--- src/rtl/tt_check_pkg.sv ---
// Shared types and constants for the tt_factory_checker slice.
// TT_CHECK_LFSR_EN selects the LFSR stimulus seed; otherwise the counter seed is used.
package tt_check_pkg;

  typedef enum logic [2:0] {
    IDLE,
    P_RST,
    P_SETTLE,
    P_CNT,
    P_LOOP,
    DONE
  } state_t;

  localparam logic [1:0] PH_NONE = 2'd0;
  localparam logic [1:0] PH_RST  = 2'd1;
  localparam logic [1:0] PH_CNT  = 2'd2;
  localparam logic [1:0] PH_LOOP = 2'd3;

  // x^8+x^6+x^5+x^4+1 as shift-left feedback taps on bits 7,5,4,3
  localparam logic [7:0] LFSR_SEED = 8'h01;
  localparam logic [7:0] LFSR_TAPS = 8'hB8;

`ifdef TT_CHECK_LFSR_EN
  localparam logic [7:0] STIM_SEED = LFSR_SEED;
`else
  localparam logic [7:0] STIM_SEED = 8'h00;
`endif

  function automatic logic [1:0] phase_of(input state_t s);
    case (s)
      P_RST:   phase_of = PH_RST;
      P_CNT:   phase_of = PH_CNT;
      P_LOOP:  phase_of = PH_LOOP;
      default: phase_of = PH_NONE;
    endcase
  endfunction

endpackage

--- src/rtl/tt_check_stim8.sv ---
// 8-bit stimulus generator: LFSR when TT_CHECK_LFSR_EN is defined, else an incrementer.
// q runs one step ahead of the value being driven; the top registers the seed itself.
module tt_check_stim8
  import tt_check_pkg::*;
(
  input  logic       clk,
  input  logic       rst,
  input  logic       load,
  input  logic       adv,
  output logic [7:0] q
);

  function automatic logic [7:0] step(input logic [7:0] v);
`ifdef TT_CHECK_LFSR_EN
    step = {v[6:0], ^(v & LFSR_TAPS)};
`else
    step = v + 8'd1;
`endif
  endfunction

  always_ff @(posedge clk) begin
    if (rst)       q <= STIM_SEED;
    else if (load) q <= step(STIM_SEED);
    else if (adv)  q <= step(q);
  end

endmodule

--- config.mk ---
export PLATFORM = sky130hd
export DESIGN_NAME = tt_check_stim8
export DESIGN_NICKNAME = d
export VERILOG_FILES = /design/src/rtl/tt_check_pkg.sv /design/src/rtl/tt_check_stim8.sv
export SDC_FILE = /design/constraint.sdc
export NUM_CORES = 1
export LEC_CHECK = 0
export CAP_MARGIN = 20
export CORE_AREA = 2 2 39 41
export CTS_CLUSTER_DIAMETER = 50
export DETAILED_ROUTE_END_ITERATION = 10
export DIE_AREA = 0 0 41 43
export GPL_ROUTABILITY_DRIVEN = 1
export PLACE_DENSITY = 0.61
export SLEW_MARGIN = 15
export SYNTH_ARGS = -nofsm -noshare
export SYNTH_HDL_FRONTEND = slang
export SYNTH_SLANG_ARGS = --single-unit
--- constraint.sdc ---
create_clock -name clk -period 1.27 [get_ports clk]
set_input_delay 0.381 -clock clk [delete_from_list [all_inputs] [get_ports clk]]
set_output_delay 0.381 -clock clk [all_outputs]
set_load 0.005 [all_outputs]
## After elaboration in Yosys (flattened, before gate mapping)

Index checks and enable logic that the tools add are counted.

- Register bits after elaboration: 8
- Input bits: 4
- Output and inout port bits: 8
- Word-level logic and storage cells: 7

- Add/sub/neg operators: 1
- Multiplexer cells: 2
- Reductions and logical operators: 2

Operators by type and width:

| kind | number |
|---|---|
| 8-bit by 1-bit adder with 8-bit output, second input constant | 1 |
| 1-bit two-way mux | 2 |
| 2-bit nonzero test | 1 |
| 2-bit OR reduction | 1 |

## Depth between registers and ports, before layout

- Depth in word-level cells: 3
- Depth in mapped cells: 4
- Depth with buffers taken out: 4

## Least setup slack after synthesis

Ideal clock, no wire load.

- Path kind: flip-flop to flip-flop
- Start: register q[0]
- End: register q[6]
- Setup time: 0.070 ns
- Arrival time: 1.136 ns
- Required time: 1.200 ns
- Path slack: 0.064 ns
- Cell stages (with the launch flop): 5
- Buffers on the path: 0
- Period minus slack after synthesis: 1.206 ns
- Cells stage by stage: dfxtp_1 -> ha_1 -> nand4_1 -> or3_1 -> a21oi_1

- Cells in the longest elaborated chain, start to end: 1

RTL lines:

| what | RTL line | RTL |
|---|---|---|
| start: declaration | tt_check_stim8.sv:10 | `output logic [7:0] q` |
| start signal: assignment | tt_check_stim8.sv:23 | `else if (load) q <= step(STIM_SEED);` |
| start signal: assignment | tt_check_stim8.sv:24 | `else if (adv) q <= step(q);` |
| 8-bit by 1-bit adder with 8-bit output | tt_check_stim8.sv:17 | `step = v + 8'd1;` |

No other way between the ends.
A chain may end at the register's enable or synchronous reset.

## Worst setup path in the final report

- Start: register q[0]
- End: output port q[0]

No word-level cell between the ends.

==> flow_metrics.env <==
export IMPL_cts_made_buffers=3
export IMPL_ir_drop_mv=0.456
export IMPL_max_freq_mhz=822
export IMPL_min_from="q[7]"
export IMPL_hold_viol=0
export IMPL_tightest_slew_ns=0.134
export IMPL_max_slew_margin_pct=90.8
export IMPL_syn_avg_cell_area_um2=9.06
export IMPL_grt_pass1_vias=303
export IMPL_fin_area_um2=587
export IMPL_start_util_pct=24.2
export IMPL_p_total_w=0.000517
export IMPL_layout_setup_ws_ns=0.0535
export IMPL_first_pass_iters=3
export IMPL_yosys_top_cells_area="dfxtp_1, xor2_1, nor2_1"
export IMPL_fin_crit_ns=1.22
export IMPL_dp_cells=73
export IMPL_clk_path_buf_depth=2
export IMPL_avgViaCountPerCell=4.46
export IMPL_power_density_mw_per_mm2=880
export IMPL_drive_above_1_share_pct=33.9
export IMPL_largest_reg_flops=8
export IMPL_synthesis_area_um2=335
export IMPL_clkLatencyLatePin_ns=0.26
export IMPL_wl_um=753
export IMPL_slew_violations=0
export IMPL_die_area_mm2=0.00176
export IMPL_report_final_setup_viol=0
export IMPL_regArea_um2=166
export IMPL_grt_pass1_wl_mm=1.22
export IMPL_die_x_um=41
export IMPL_outcome="completed"
export IMPL_ys_flop_type="dfxtp_1"
export IMPL_rsz0062_at_grt="true"
export IMPL_synth_seq_area_share_pct=47.8
export IMPL_crit_type="reg -> out"
export IMPL_fin_nets=69
export IMPL_ys_ff_latch=8
export IMPL_ios=12
export IMPL_cellLeakagePower_nw=0.276
export IMPL_synth_cell_types=13
export IMPL_syn_nets=42
export IMPL_multi_input_area_um2=184
export IMPL_required_ns=0.89
export IMPL_reg_top3="q x8"
export IMPL_syn_inst=37
export IMPL_yosysMostFrequentCell="dfxtp_1"
export IMPL_top_register="q"
export IMPL_overflow=0
export IMPL_cts_root_buffer="clkbuf_4"
export IMPL_crit_buf_inv=1
export IMPL_fillerInstances=142
export IMPL_drcViolationCount=0
export IMPL_area_growth_syn_to_layout_pct=75.0
export IMPL_synth_top_area_share_pct=47.8
export IMPL_critPathSlowestCell="dfxtp_2"
export IMPL_numPortBuffers=11
export IMPL_worst_setup_path_start_kind="register"
export IMPL_hpwl_um=539
export IMPL_end_kind="output pin"
export IMPL_timing_final_crit_share_pct=95.8
export IMPL_rr_startpoint="q[0]"
export IMPL_synth_edf_count=0
export IMPL_ys_warn_count=0
export IMPL_antenna_left=0
export IMPL_cts_num_sinks=8
export IMPL_stdcell_count=78
export IMPL_via_count=348
export IMPL_cp_top_family="flip-flops"
export IMPL_cp_max_fo=2
export IMPL_path_cells="dlygate4sd2_1"
export IMPL_n_antenna_cell=0
export IMPL_path_clk_slew_ns=0.06
export IMPL_routedWlPerCell_um=9.65
export IMPL_crit_start="q[0]"
export IMPL_core_mm2=0.00138
export IMPL_max_stage_delay_ns=0.32
export IMPL_hold_class="reg -> reg"
export IMPL_antenna_found_initial=0
export IMPL_grt_usage_pct=10.5
export IMPL_rows=14
export IMPL_drtIter0Drc=1
export IMPL_die_height_um=43
export IMPL_placed_cell_area_um2=537
export IMPL_grt_max_degree=8
export IMPL_dp_slack_ns=-0.317
export IMPL_cts_max_level=1
export IMPL_cts_hold_buffers_added=0
export IMPL_skew_ns=0.00123
export IMPL_cap_violations=0
export IMPL_async_flop_share_pct=0
export IMPL_tritoncts="yes"
export IMPL_place_gp_congestion=0.735
export IMPL_synthTopCellsByCount="dfxtp_1, nor2_1, xor2_1"
export IMPL_synth_top_area_cell="dfxtp_1"
export IMPL_cp_arrival_ns=0.84
## worst paths after layout
check,end,slack [ns],cells past startpoint
setup / recovery,q[0],0.05,1
hold reg to reg,q[7],0.48,2
hold / removal,q[7],0.48,2
setup reg to reg,q[6],0.06,5
## power breakdown
group	leakage (nW)	total (W)	switching (W)	internal, W
registers	0.0663	0.000259	0.00000402	0.000255
logic	0.196	0.0000560	0.0000214	0.0000346
clock network	0.0138	0.000202	0.0000934	0.000109
total	0.276	0.000517	0.000119	0.000398
## cell usage in the layout, fill, tap and decap left out, drive strengths merged
master,Yosys,layout
ha,1,1
xor2,4,4
clkdlybuf4s50,0,2
nor2,6,6
clkdlybuf4s15,0,1
dlygate4sd2,0,8
dfxtp,8,8
buf,0,12
or3,3,3
nand4,3,3
or2,1,1
nand2,3,3
clkbuf,1,3
mux2i,1,1
a21oi,3,3
o21ai,3,3
## timing repair
item,in CTS,in global routing
gates resized for setup,11,6
pin swaps,0,4
hold endpoints to repair,0,0
setup endpoints to repair,11,2
buffers inserted,1,1
## per-stage QoR
| stage | hold slack, ns | utilization (%) | TNS, ns |
|---|---|---|---|
| final | 0.476 | 42.4 | 0 |
| after detailed placement | 0.482 | 38.8 | -1.75 |
| after global routing | 0.529 | 42.4 | -0.0198 |
| after CTS | 0.489 | 40.3 | 0 |
| after global placement | 0.483 | 38.8 | -1.63 |
| after floorplan | 0.453 | - | 0 |
## cell families (layout without fill, tap and decap cells)
group | count (synthesis) | after routing | share of synthesized area, %
AND/OR/NAND/NOR | 16 | 16 | 25.0
flip-flops | 8 | 8 | 47.8
AO/OA/AOI/OAI | 6 | 6 | 8.95
XOR/XNOR | 4 | 4 | 10.4
adder cells (fa/ha/maj) | 1 | 1 | 3.73
multiplexers | 1 | 1 | 2.99
buffers and inverters | 1 | 26 | 1.12
## cell type report
| cell class | instances | area share (%) |
|---|---|---|
| multi-input cells | 28 | 31.3 |
| well taps | 16 | 3.41 |
| repair buffers | 23 | 33.0 |
| clock buffers | 3 | 3.84 |
| flip-flops and latches | 8 | 28.4 |
## routing by layer
metal / vias up / track usage, % / routed length, µm / part of all wire [%]
li1: 178 / - / - / -
met1: 157 / 13.2 / 329 / 44
met3: 2 / 3.66 / 49 / 6.5
met4: 0 / 8.00 / 16 / 2.1
met5: - / 0 / 0 / 0
met2: 11 / 13.8 / 357 / 47
Power figures use the tool's default switching activity.
